$ cat config.mk
export PLATFORM = sky130hd
export DESIGN_NAME = fetch_sequencer
export DESIGN_NICKNAME = d
export VERILOG_FILES = /design/src/rtl/fetch_sequencer.sv
export SDC_FILE = /design/constraint.sdc
export NUM_CORES = 1
export LEC_CHECK = 0
export CORE_MARGIN = 10
export CORE_UTILIZATION = 45
export DETAILED_ROUTE_END_ITERATION = 10
export PLACE_DENSITY = 0.93
export SLEW_MARGIN = 20
export SYNTH_ARGS = -nofsm -noshare
export SYNTH_HDL_FRONTEND = slang
export SYNTH_SLANG_ARGS = --single-unit
$ cat constraint.sdc
create_clock -name clk -period 2.55 [get_ports clk]
set_input_delay 0.765 -clock clk [delete_from_list [all_inputs] [get_ports clk]]
set_output_delay 0.765 -clock clk [all_outputs]
set_load 0.01 [all_outputs]
$ cat src/rtl/fetch_sequencer.sv
// Program-counter sequencer: starts on `start`, advances/branches/stalls the PC,
// and parks in DONE once the halt opcode is fetched.
module fetch_sequencer #(
   parameter int          ADDR_BITS   = 12,
   parameter logic [31:0] START_PC    = 32'd0,
   parameter logic [8:0]  HALT_OPCODE = 9'b111111111
) (
   input  logic        clk,
   input  logic        reset,
   input  logic        start,
   input  logic        stall,
   input  logic        branch_taken,
   input  logic [31:0] branch_target,
   input  logic [8:0]  instruction,
   output logic [31:0] current_pc,
   output logic        instr_valid,
   output logic        busy,
   output logic        done,
   output logic [31:0] cycle_count
);

   typedef enum logic [1:0] {IDLE, RUN, DONE} state_t;

   localparam logic [ADDR_BITS-1:0] START_A = START_PC[ADDR_BITS-1:0];

   state_t               state_q;
   logic [ADDR_BITS-1:0] pc_q, pc_d;
   logic [31:0]          cnt_q, cnt_d;
   logic                 busy_q, done_q;
   logic                 halt_fetch;
   logic                 unused_tgt_hi;

   assign unused_tgt_hi = ^branch_target[31:ADDR_BITS];
   assign halt_fetch    = !stall && (instruction == HALT_OPCODE);

   // Halt outranks branch; the PC stays parked on the halt address.
   always_comb begin
      pc_d = pc_q;
      if (!stall && !halt_fetch) begin
         pc_d = branch_taken ? branch_target[ADDR_BITS-1:0] : pc_q + ADDR_BITS'(1);
      end
      cnt_d = (cnt_q == 32'hFFFF_FFFF) ? cnt_q : cnt_q + 32'd1;
   end

   always_ff @(posedge clk or posedge reset) begin
      if (reset) begin
         state_q <= IDLE;
         pc_q    <= START_A;
         cnt_q   <= 32'd0;
         busy_q  <= 1'b0;
         done_q  <= 1'b0;
      end else begin
         case (state_q)
            IDLE, DONE: begin
               if (start) begin
                  state_q <= RUN;
                  pc_q    <= START_A;
                  cnt_q   <= 32'd0;
                  busy_q  <= 1'b1;
                  done_q  <= 1'b0;
               end
            end
            RUN: begin
               cnt_q <= cnt_d;
               pc_q  <= pc_d;
               if (halt_fetch) begin
                  state_q <= DONE;
                  busy_q  <= 1'b0;
                  done_q  <= 1'b1;
               end
            end
            default: begin
               state_q <= IDLE;
               busy_q  <= 1'b0;
               done_q  <= 1'b0;
            end
         endcase
      end
   end

   assign current_pc  = 32'(pc_q);
   assign instr_valid = busy_q & ~stall;
   assign busy        = busy_q;
   assign done        = done_q;
   assign cycle_count = cnt_q;

endmodule

Word level (Yosys, flattened, before mapping)
Index checks and enable logic that the tools add are counted.
{ "classes": {"n_addsub": 2, "n_eq_ne": 8, "muxes": 16, "bitwise_logic": 2, "n_reduce_logical": 10} }
{ "op_table": {"columns": ["operator", "n"], "rows": [
  ["$mux 32", 2],
  ["$pmux 32 s2", 1],
  ["$mux 12", 3],
  ["$add 32x1->32 const B", 1],
  ["$eq 32x32->1 const B", 1],
  ["$pmux 12 s2", 1],
  ["$add 12x1->12 const B", 1],
  ["$eq 9x9->1 const B", 1],
  ["$ne 2x2->1 const B", 4],
  ["$reduce_and 3->1", 2],
  ["$mux 1", 4],
  ["$mux 2", 2],
  ["$pmux 1 s2", 2],
  ["$pmux 2 s2", 1],
  ["$eq 2x1->1 const B", 1],
  ["$eq 2x2->1 const B", 1],
  ["$logic_and 1x1->1", 2],
  ["$logic_not 1->1", 2],
  ["$logic_not 2->1", 1],
  ["$reduce_and 2->1", 1],
  ["$reduce_bool 2->1", 1],
  ["$reduce_or 2->1", 1],
  ["$and 1x1->1", 1],
  ["$not 1->1", 1]
]} }
{ "word_totals": {"regBits": 48, "inputBits": 46, "word_cells": 43} }

Longest topological paths before layout
Gate-level depths: netlist of run 1.
{ "logic_depth": {"word_depth": 6, "ltp_mapped": 8, "depth_no_buf": 6} }

Least setup slack after synthesis of run 1
Ideal clock, no wire load.
{ "synth_path": {"path_kind": "in2reg", "start": "input instruction[8]", "end": "register pc_q[11]", "setup_ps": 133, "t_arrival_ps": 1895, "path_slack_ps": 521, "path_stages": 6, "n_path_buf": 1, "cell_sequence": "nand4_1 -> o311ai_1 -> clkbuf_1 -> nor3_1 -> o21ai_0 -> o21ai_0"} }
{ "synth_via": {"elab_chain_cells": 6} }
{ "synth_rtl": {"columns": ["item", "line", "rtl"], "rows": [
  ["from (decl)", "14", "input logic [8:0] instruction,"],
  ["$eq 9x9->1", "34", "assign halt_fetch = !stall && (instruction == HALT_OPCODE);"],
  ["$logic_and 1x1->1", "34", null],
  ["$logic_not 1->1", "39", "if (!stall && !halt_fetch) begin"],
  ["$logic_and 1x1->1", "39", null],
  ["$ne 2x2->1 (no line)", null, null],
  ["$reduce_and 3->1 (no line)", null, null],
  ["to (signal assigned)", "65", "pc_q <= pc_d;"],
  ["to (decl)", "27", "logic [ADDR_BITS-1:0] pc_q, pc_d;"]
]} }
Every way passes these cells.
A chain may end at the register's enable or synchronous reset.

Worst setup path in the final report of run 1
{ "layout_path": {"start": "input stall", "end": "output instr_valid"} }
{ "layout_via": {"elab_chain_cells": 2} }
{ "layout_rtl": {"columns": ["item", "line", "rtl"], "rows": [
  ["from (decl)", "11", "input logic stall,"],
  ["$not 1->1", "82", "assign instr_valid = busy_q & ~stall;"],
  ["$and 1x1->1", "82", null],
  ["to (decl)", "16", "output logic instr_valid,"]
]} }
Every way passes these cells.

==> summary.txt, run 1 <==
Power
  • Seq pwr share: 0.437
  • Pint: 2.00 mW
  • Clock power frac: 0.178
  • Switching Share: 0.391
  • Total leakage power: 1.54 nW
  • Combinational cell fraction of total power: 0.385
  • Peak VDD IR: 529 uV
  • Switching power: 1.28 mW
  • Power density cells: 859 nW/um2

Timing
  • Slew margin rel.: 0.599
  • Final Worst Setup Slack: 0.219 ns
  • Final Setup Violations: 0
  • Final hold vios: 0
  • Worst slew pin tran: 0.596 ns
  • Tmin final: 2.33 ns
  • Max Transition Viols Final: 0
  • RSZ-0062 raised after global routing: false
  • Fin crit share: 0.914
  • Achievable Freq: 429 MHz
  • Clock skew: 0.00980 ns

Synthesis
  • Synth top area share: 0.398
  • Post-Syn Area per Cell: 8.67 um2
  • Synthesized cell area: 2960 um2
  • Syn Inst Count: 341
  • Most area-consuming cells after synthesis: dfrtp_1, o21ai_0, buf_4
  • Ys async rst share: 1.00
  • Yosys top cell by area: dfrtp_1
  • Commonest cells post-synth: o21ai_0, dfrtp_1, nand2_1
  • Most frequent cell after synthesis: o21ai_0
  • Unique cell type count in the Yosys netlist: 52
  • Sequential area share after synthesis: 0.398
  • Most used DFF post-synth: dfrtp_1
  • Flops & latches, synth: 47
  • Warning count from the yosys run: 0
  • EDFF count, synth: 0

Worst setup path
  • Kind of critical path: input pin to output pin
  • Worst EP arrival: 1.57 ns
  • Crit. End Element: output pin
  • Launch point of the worst reg-to-reg path: cycle_count[0]
  • R2R depth: 7
  • CP Max Fanout: 2
  • Reg2Reg Setup Slack: 0.31 ns
  • CP startpoint kind: input pin
  • FF-to-FF End: cycle_count[21]
  • Req. time, crit path: 1.79 ns

Die
  • Core ar.: 6350 um2
  • Die H: 101 um
  • Io pins: 113
  • Initial Utilization: 0.466
  • Die ar.: 10,200 um2
  • Std-Cell Rows: 29
  • Die width: 101 um

Cells and area
  • Register area: 1180 um2
  • Fillcell total: 501
  • Nets: 462
  • Syn-to-layout area delta: 29.3%
  • Finished Layout Cells: 492
  • Multi-input logic area: 1560 um2
  • Layout cell share with drive strength beyond 1: 0.0892
  • # diodes: 0

Global routing
  • First-pass GRT wire length: 14,800 um
  • GRT Overall Usage: 0.174
  • Initial antenna violation count: 0
  • Remaining Overflow, GRT: 0
  • Vias in the first global route: 2,996
  • Largest net degree at the start of global routing: 48

Drt
  • DRC errors left: 0
  • Final wirelength: 9000 um
  • Starting DRT DRC Count: 286
  • DR vias/cell: 6.12
  • DR WL/cell: 18.3 um
  • Drt pass-1 iters: 5
  • DR vias: 3,012
  • Antenna viol nets, final: 0

Clock tree
  • Sink Count: 47
  • Clk root buf: clkbuf_8
  • Post-CTS Setup Bufs: 0
  • Inserted Clock Buffers: 5
  • Worst-path clk slew: 0.09 ns
  • Clock Path Buffers: 2
  • CTS tree: yes
  • H-tree depth: 2
  • Clock Latency Late Sink: 0.31 ns

Hold path
  • Min-delay src: cycle_count[15]
  • WHS Endpoint: cycle_count[15]
  • Worst hold path type: flop to flop
  • Hold Path Stages: 1

Flow run
  • Max_cap viols: 0

Outcome
  • Outcome: finished, final reports clean

Placement
  • Pre-CTS setup slack: -0.0444 ns
  • Post-detail-place hpwl: 6490 um
  • Placed cells: 484
  • I/O Buffers: 72
  • Final Wtd Congestion: 0.883
[registers in the layout (all words and copies together), names as in the netlist]
name	count
busy	1
cycle_count	32
pc_q	12
state_q	2
[power by group through the flow]
stage	Combinational, mW	Sequential (mW)	Clock, mW
after floorplan	0.489	1.45	0
after global routing	1.39	1.48	0.620
after CTS	1.28	1.42	0.584
after global placement	1.22	1.40	0
after detailed placement	1.27	1.43	0
final	1.27	1.43	0.584
[stage by stage]
step	cell area (um2)	hold WS, ns	total power, mW	setup TNS [ns]	util
after global placement	3710	0.499	2.63	-0.0425	0.584
after detailed placement	3710	0.510	2.69	-0.0444	0.584
final	3820	0.532	3.28	0	0.602
after CTS	3820	0.524	3.28	0	0.602
after floorplan	3030	0.529	1.94	0	-
after global routing	3820	0.569	3.50	0	0.602
[area by class of cell]
type | instances | share of cell area
Clock inverter | 2 | 0.00916
Timing Repair Buffer | 86 | 0.222
Tap cell | 77 | 0.0252
Inverter | 6 | 0.00589
Sequential cell | 47 | 0.308
Clock buffer | 6 | 0.0216
Multi-Input combinational cell | 268 | 0.408
[per-layer routing]
| metal | global-route usage | vias to the layer above | routed length (um) | part of all wire |
|---|---|---|---|---|
| met1 | 0.205 | 1456 | 3440 | 0.38 |
| met5 | 0 | - | 0 | 0 |
| li1 | - | 1387 | - | - |
| met2 | 0.291 | 142 | 4640 | 0.51 |
| met3 | 0.0466 | 27 | 667 | 0.074 |
| met4 | 0.0740 | 0 | 262 | 0.029 |
[how the worst max path moves through the flow]
| stage | from | end | cells past startpoint |
|---|---|---|---|
| after floorplan | instruction[8] | pc_q[11] | 6 |
| after global routing | cycle_count[0] | cycle_count[21] | 7 |
| after detailed placement | stall | instr_valid | 3 |
| after CTS | stall | instr_valid | 3 |
| after global placement | stall | instr_valid | 3 |
| final | stall | instr_valid | 3 |
[critical path, cell delays in order]
cell             delay [ns]
clkdlybuf4s50_1        0.48
nor2_1                 0.04
dlygate4sd2_1          0.28
[cells by family (layout without fill, tap and decap cells)]
family / count (synthesis) / in the layout / share of synthesized area
AO/OA/AOI/OAI: 114 / 114 / 0.237
XOR/XNOR: 2 / 2 / 0.00593
adder cells (fa/ha/maj): 2 / 2 / 0.00846
buffers and inverters: 45 / 100 / 0.101
flip-flops: 47 / 47 / 0.398
multiplexers: 1 / 1 / 0.00339
other: 1 / 20 / 0.00127
AND/OR/NAND/NOR: 129 / 129 / 0.245
[cell usage in the layout (no fill, tap or decap), types with 2 or more instances in the layout]
| cell | count |
|---|---|
| o31ai_1 | 7 |
| ha_1 | 2 |
| nor3b_1 | 2 |
| buf_12 | 2 |
| nand3_1 | 14 |
| clkbuf_8 | 6 |
| nor3_1 | 10 |
| nor2_1 | 24 |
| a22oi_1 | 5 |
| a311oi_1 | 2 |
| nor4_4 | 2 |
| a21oi_1 | 10 |
| nor4_1 | 6 |
| nand2_1 | 25 |
| buf_4 | 12 |
| a31oi_1 | 12 |
| dfrtp_1 | 47 |
| and2_1 | 4 |
| o211ai_1 | 4 |
| nand3_2 | 2 |
| conb_1 | 20 |
| and4_1 | 3 |
| and2_2 | 2 |
| nand4_1 | 15 |
| and3_1 | 10 |
| o41ai_1 | 2 |
| clkdlybuf4s50_1 | 71 |
| a41oi_1 | 2 |
| inv_1 | 5 |
| or4_1 | 2 |
| a21o_1 | 2 |
| nand2b_1 | 2 |
| o21ai_0 | 58 |
[timing repair]
| action | CTS | global route |
|---|---|---|
| setup endpoints to repair | 1 | 0 |
| hold buffers | 0 | 0 |
| resized for setup | 1 | 0 |
No activity file was read; power rests on OpenSTA's default activity.
==> inputs of run 2 (changes only) <==
--- a/config.mk
+++ b/config.mk
@@ -6,9 +6,11 @@
 export NUM_CORES = 1
 export LEC_CHECK = 0
 export CORE_MARGIN = 10
-export CORE_UTILIZATION = 45
+export CORE_UTILIZATION = 30
+export CTS_CLUSTER_DIAMETER = 80
 export DETAILED_ROUTE_END_ITERATION = 10
-export PLACE_DENSITY = 0.93
+export PLACE_DENSITY = 0.69
+export SKIP_CTS_REPAIR_TIMING = 1
 export SLEW_MARGIN = 20
 export SYNTH_ARGS = -nofsm -noshare
 export SYNTH_HDL_FRONTEND = slang
==> run 2 against run 1 <==
  * Critical path depth up 4
  * Die area rose by 39%
  * Core utilization shrank 20 points
  * Non-clock buffer count is 4 higher
  * Sequential share of layout area fell by 0.83 points
  * Sequential power is essentially flat
  * Count of clock-buffer cells in the layout unchanged
  * Clock skew fell by 0.0046 ns
  * Clock power up 12%
  * Worst setup slack improved by 0.088 ns
  * Hold slack worse by 0.0050 ns
==> summary.txt, run 2 (same netlist as run 1, synthesis figures left out) <==
Cells and area
  • Most frequent cells in the layout: clkdlybuf4s50_1, o21ai_0, dfrtp_1 (unchanged)
  • Nets: 466 (was 462)
  • Syn-to-layout area delta: 32.9% (was 29.3%)
  • # diodes: 0 (unchanged)
  • Design Area, Final: 3930 um2 (was 3820 um2)
  • Fillcell total: 944 (was 501)
  • Layout cell share with drive strength beyond 1: 0.0955 (was 0.0892)
  • Final Util: 0.406 (was 0.602)
  • Most common cell after layout, fill and taps aside: clkdlybuf4s50_1 (unchanged)
  • Number of flip-flops in the largest register: 32 (unchanged)

Drt
  • Final wirelength: 8630 um (was 9000 um)
  • Antenna viol nets, final: 0 (unchanged)
  • DRC errors left: 0 (unchanged)
  • Drt pass-1 iters: 5 (unchanged)
  • DR vias/cell: 5.20 (was 6.12)
  • Starting DRT DRC Count: 242 (was 286)
  • DR vias: 2,868 (was 3,012)
  • DR WL/cell: 15.6 um (was 18.3 um)

Clock tree
  • H-tree depth: 2 (unchanged)
  • Worst-path clk slew: 0.09 ns (about the same)
  • CTS tree: yes (unchanged)
  • Clk root buf: clkbuf_8 (unchanged)
  • Inserted Clock Buffers: 5 (unchanged)
  • Clock Path Buffers: 2 (unchanged)
  • Clock Latency Late Sink: 0.30 ns (was 0.31 ns)
  • Sink Count: 47 (unchanged)

Worst setup path
  • CP Max Fanout: 7 (was 2)
  • CP startpoint kind: flop (was input pin)
  • Kind of critical path: flop to flop (was input pin to output pin)
  • Req. time, crit path: 2.79 ns (was 1.79 ns)
  • Slowest stage cell, crit path: nor4_4 (was clkdlybuf4s50_1)
  • Crit-path max cell delay: 0.50 ns (was 0.48 ns)
  • Critical path's top delay family: simple AND/OR/NAND/NOR gates (was buffers and inverters)
  • Crit. End Element: flop (was output pin)
  • Worst EP arrival: 2.49 ns (was 1.57 ns)
  • Sequence of cells on the critical path: ha_1 -> nand3_2 -> nor4_4 -> buf_4 -> nand2_2 -> or4_1 -> nand3_1 (was clkdlybuf4s50_1 -> nor2_1 -> dlygate4sd2_1)
  • WP buf/inv: 1 (was 2)

Power
  • Peak VDD IR: 296 uV (was 529 uV)
  • Final Total Pwr: 3.31 mW (was 3.28 mW)
  • Total leakage power: 1.57 nW (was 1.54 nW)
  • Power density cells: 843 nW/um2 (was 859 nW/um2)

Timing
  • Max Transition Viols Final: 0 (unchanged)
  • Final Setup Violations: 0 (unchanged)
  • Hold slack: 0.527 ns (was 0.532 ns)
  • Clock skew: 0.00520 ns (was 0.00980 ns)
  • Worst slew pin tran: 0.648 ns (was 0.596 ns)
  • Achievable Freq: 446 MHz (was 429 MHz)
  • Final Worst Setup Slack: 0.308 ns (was 0.219 ns)
  • Tmin final: 2.24 ns (was 2.33 ns)
  • Fin crit share: 0.879 (was 0.914)
  • Slew margin rel.: 0.564 (was 0.599)
  • RSZ-0062 raised after global routing: false (unchanged)
  • Final hold vios: 0 (unchanged)

Placement
  • I/O Buffers: 72 (unchanged)
  • Post-detail-place hpwl: 6390 um (was 6490 um)
  • Post-Place Cell Area: 3790 um2 (was 3710 um2)
  • Final Wtd Congestion: 0.870 (was 0.883)
  • Pre-CTS setup slack: -0.0517 ns (was -0.0444 ns)

Global routing
  • First-pass GRT wire length: 14,200 um (was 14,800 um)
  • GRT Overall Usage: 0.118 (was 0.174)
  • Vias in the first global route: 2,737 (was 2,996)
  • Largest net degree at the start of global routing: 48 (unchanged)
  • Initial antenna violation count: 0 (unchanged)
  • Remaining Overflow, GRT: 0 (unchanged)

Die
  • Die ar.: 14,200 um2 (was 10,200 um2)
  • Initial Utilization: 0.305 (was 0.466)
  • Std-Cell Rows: 36 (was 29)
  • Core ar.: 9680 um2 (was 6350 um2)
  • Die width: 119 um (was 101 um)
  • Io pins: 113 (unchanged)
  • Die H: 119 um (was 101 um)

Flow run
  • Max_cap viols: 0 (unchanged)

Outcome
  • Outcome: finished, final reports clean (unchanged)

Hold path
  • Worst hold path type: flop to flop (unchanged)
## run 2: layout make-up
class	count	area (um2)	area share
tap	133	166	0.0423
inverter	6	22.5	0.00573
timing repair buffer	90	871	0.222
clock inverter	2	60.1	0.0153
clock buffer	6	72.6	0.0185
sequential	47	1180	0.299
multi-input combinational	268	1560	0.397
## run 2: metal layers
metal / global-route usage / part of all wire / vias up / routed length [um]
met5: 0 / 0 / - / 0
met1: 0.144 / 0.42 / 1370 / 3650
met2: 0.201 / 0.50 / 97 / 4360
li1: - / - / 1391 / -
met4: 0.0374 / 0.012 / 0 / 102
met3: 0.0265 / 0.060 / 10 / 518
## run 2: power by group
part           internal, mW  switching (mW)
combinational         0.682           0.560
sequential             1.00           0.415
clock                 0.392           0.263
## run 2: metrics by stage
step                      setup TNS, ns  cells
after floorplan                       0    360
after global placement          -0.0524    544
after detailed placement        -0.0517    544
after CTS                       -0.0488    552
after global routing                  0    552
final                                 0    552
## run 2: final timing paths
path / start / end / slack (ns) / depth (start not counted)
worst max-delay path: cycle_count[0] / cycle_count[22] / 0.31 / 7
worst min-delay path: cycle_count[31] / cycle_count[31] / 0.53 / 1
worst max register to register: cycle_count[0] / cycle_count[22] / 0.31 / 7
worst min register to register: cycle_count[31] / cycle_count[31] / 0.53 / 1
max in group asynchronous: reset / cycle_count[2] / 1.52 / 3
min in group asynchronous: reset / pc_q[5] / 0.81 / 3
## run 2: worst register-to-register path: cells and delay by family (launching register included)
kind / cells / cell delay, ns
flops: 1 / 0.41
simple gates: 5 / 1.33
buf+inv: 1 / 0.23
fa+ha+maj: 1 / 0.22
==> inputs of run 3 (changes only) <==
--- a/config.mk
+++ b/config.mk
@@ -5,11 +5,12 @@
 export SDC_FILE = /design/constraint.sdc
 export NUM_CORES = 1
 export LEC_CHECK = 0
+export CAP_MARGIN = 10
 export CORE_MARGIN = 10
-export CORE_UTILIZATION = 30
-export CTS_CLUSTER_DIAMETER = 80
+export CORE_UTILIZATION = 45
+export CTS_CLUSTER_DIAMETER = 150
 export DETAILED_ROUTE_END_ITERATION = 10
-export PLACE_DENSITY = 0.69
+export PLACE_DENSITY = 0.93
 export SKIP_CTS_REPAIR_TIMING = 1
 export SLEW_MARGIN = 20
 export SYNTH_ARGS = -nofsm -noshare
==> run 3 against run 2 <==
  * Worst setup slack worse by 0.011 ns
  * Combinational power hardly changed
  * Largest power group unchanged
  * Cell count fell by 11%
  * Clock power down 11%
  * Fmax fell by 0.50%
  * Critical endpoint is now cycle_count[21]
  * Critical path type unchanged
  * Highest routed layer unchanged
==> summary.txt, run 3 (same netlist as run 1, synthesis figures left out) <==
Outcome
  • Outcome: finished, final reports clean (unchanged)

Worst setup path
  • FF-to-FF End: cycle_count[21] (was cycle_count[22])
  • Req. time, crit path: 2.78 ns (was 2.79 ns)
  • Crit. End Element: flop (unchanged)
  • Critical path's top delay family: simple AND/OR/NAND/NOR gates (unchanged)
  • CP Max Fanout: 15 (was 7)
  • Critical path startpoint: cycle_count[0] (unchanged)
  • Slowest stage cell, crit path: dfrtp_1 (was nor4_4)
  • Reg2Reg Setup Slack: 0.30 ns (was 0.31 ns)
  • WP buf/inv: 1 (unchanged)
  • Crit path capture: cycle_count[21] (was cycle_count[22])
  • Launch point of the worst reg-to-reg path: cycle_count[0] (unchanged)
  • Sequence of cells on the critical path: ha_1 -> nand3_2 -> nor4_4 -> buf_4 -> a31o_2 -> nand2_1 -> a31oi_1 (was ha_1 -> nand3_2 -> nor4_4 -> buf_4 -> nand2_2 -> or4_1 -> nand3_1)
  • Worst EP arrival: 2.48 ns (was 2.49 ns)
  • CP startpoint kind: flop (unchanged)
  • R2R depth: 7 (unchanged)
  • Crit path depth: 7 (unchanged)
  • Kind of critical path: flop to flop (unchanged)
  • Crit-path max cell delay: 0.44 ns (was 0.50 ns)

Placement
  • Final Wtd Congestion: 0.883 (was 0.870)
  • Post-detail-place hpwl: 6490 um (was 6390 um)
  • I/O Buffers: 72 (unchanged)
  • Post-Place Cell Area: 3710 um2 (was 3790 um2)
  • Placed cells: 484 (was 544)

Global routing
  • Remaining Overflow, GRT: 0 (unchanged)
  • Vias in the first global route: 2,996 (was 2,737)
  • First-pass GRT wire length: 14,800 um (was 14,200 um)
  • Largest net degree at the start of global routing: 48 (unchanged)
  • GRT Overall Usage: 0.174 (was 0.118)
  • Initial antenna violation count: 0 (unchanged)

Power
  • Power density cells: 858 nW/um2 (was 843 nW/um2)
  • Peak VDD IR: 528 uV (was 296 uV)
  • Switching power: 1.28 mW (was 1.24 mW)
  • Pint: 2.00 mW (was 2.08 mW)
  • Switching Share: 0.390 (was 0.374)
  • Combinational cell fraction of total power: 0.386 (was 0.375)
  • Total leakage power: 1.55 nW (was 1.57 nW)
  • Clock power frac: 0.178 (was 0.198)
  • Seq pwr share: 0.436 (was 0.427)

Drt
  • Drt pass-1 iters: 5 (unchanged)
  • DR vias/cell: 6.20 (was 5.20)
  • Starting DRT DRC Count: 297 (was 242)
  • Antenna viol nets, final: 0 (unchanged)
  • DR WL/cell: 18.3 um (was 15.6 um)
  • Final wirelength: 8990 um (was 8630 um)
  • DRC errors left: 0 (unchanged)
  • DR vias: 3,048 (was 2,868)

Clock tree
  • Clock Path Buffers: 2 (unchanged)
  • Clock Latency Late Sink: 0.31 ns (was 0.30 ns)
  • Worst-path clk slew: 0.09 ns (about the same)
  • Inserted Clock Buffers: 5 (unchanged)
  • H-tree depth: 2 (unchanged)
  • CTS tree: yes (unchanged)
  • Clk root buf: clkbuf_8 (unchanged)
  • Sink Count: 47 (unchanged)

Timing
  • Tmin final: 2.25 ns (was 2.24 ns)
  • TNS Setup: 0 ns (unchanged)
  • Max Transition Viols Final: 0 (unchanged)
  • Slew margin rel.: 0.598 (was 0.564)
  • Achievable Freq: 444 MHz (was 446 MHz)
  • Final Setup Violations: 0 (unchanged)
  • Clock skew: 0.0101 ns (was 0.00520 ns)
  • Fin crit share: 0.884 (was 0.879)
  • RSZ-0062 raised after global routing: false (unchanged)
  • Worst slew pin tran: 0.598 ns (was 0.648 ns)
  • Final hold vios: 0 (unchanged)

Cells and area
  • Most common cell after layout, fill and taps aside: clkdlybuf4s50_1 (unchanged)
  • Most frequent cells in the layout: clkdlybuf4s50_1, o21ai_0, dfrtp_1 (unchanged)
  • Final Util: 0.603 (was 0.406)
  • Nets: 462 (was 466)
  • Layout cell share with drive strength beyond 1: 0.0892 (was 0.0955)
  • Syn-to-layout area delta: 29.5% (was 32.9%)
  • # diodes: 0 (unchanged)
  • Finished Layout Cells: 492 (was 552)
  • Design Area, Final: 3830 um2 (was 3930 um2)
  • Number of flip-flops in the largest register: 32 (unchanged)

Die
  • Io pins: 113 (unchanged)
  • Core ar.: 6350 um2 (was 9680 um2)
  • Std-Cell Rows: 29 (was 36)
  • Die width: 101 um (was 119 um)
  • Die ar.: 10,200 um2 (was 14,200 um2)
  • Initial Utilization: 0.466 (was 0.305)
  • Die H: 101 um (was 119 um)

Hold path
  • Worst hold path type: flop to flop (unchanged)

Flow run
  • Max_cap viols: 0 (unchanged)
## run 3: cell types whose count changed in the layout (fill, tap and decap cells not counted)
cell       delta
bufinv_16     -1
clkbuf_8      +1
buf_12        +1
clkbuf_1      -1
buf_4         -5
clkinv_2      +1
## run 3: worst reg2reg max path, stage by stage, from the launching register on
cell and delay, ns:
dfrtp_1 0.44, ha_1 0.25, nand3_2 0.18, nor4_4 0.34, buf_4 0.23, a31o_2 0.39
nand2_1 0.16, a31oi_1 0.20
## run 3: per-stage QoR
stage	hold WS [ns]	setup WS (ns)	power [mW]
floorplan	0.529	0.521	1.94
global placement	0.499	-0.0425	2.63
detailed placement	0.510	-0.0444	2.69
CTS	0.524	-0.0502	3.29
global route	0.569	0.0960	3.50
finish	0.528	0.297	3.28
## run 3: layer usage
metal,vias to the layer above,track usage,part of all wire
met3,31,0.0466,0.080
met5,-,0,0
li1,1382,-,-
met1,1481,0.205,0.37
met4,0,0.0740,0.032
met2,154,0.291,0.51
## run 3: power by group through the flow
| stage | Combinational (mW) | Sequential (mW) | Clock (mW) |
|---|---|---|---|
| floorplan | 0.489 | 1.45 | 0 |
| global placement | 1.22 | 1.40 | 0 |
| detailed placement | 1.27 | 1.43 | 0 |
| CTS | 1.28 | 1.42 | 0.584 |
| global route | 1.40 | 1.48 | 0.620 |
| finish | 1.27 | 1.43 | 0.584 |
## run 3: how the worst min path moves through the flow
stage | startpoint | to | slack, ns | depth (start not counted)
6_report | cycle_count[15] | cycle_count[15] | 0.53 | 1
3_3_place_gp | cycle_count[31] | cycle_count[31] | 0.50 | 1
4_1_cts | cycle_count[15] | cycle_count[15] | 0.52 | 1
3_5_place_dp | cycle_count[15] | cycle_count[15] | 0.51 | 1
2_1_floorplan | cycle_count[15] | cycle_count[15] | 0.53 | 1
5_1_grt | cycle_count[15] | cycle_count[15] | 0.57 | 1
## run 3: final cells by class
| class | instances | area [um2] |
|---|---|---|
| clock buffers | 6 | 82.6 |
| clock inverters | 2 | 35.0 |
| fillers | 499 | 2520 |
| inverters | 6 | 22.5 |
| multi-input cells | 268 | 1560 |
| flip-flops and latches | 47 | 1180 |
| well taps | 77 | 96.3 |
| repair buffers | 86 | 853 |
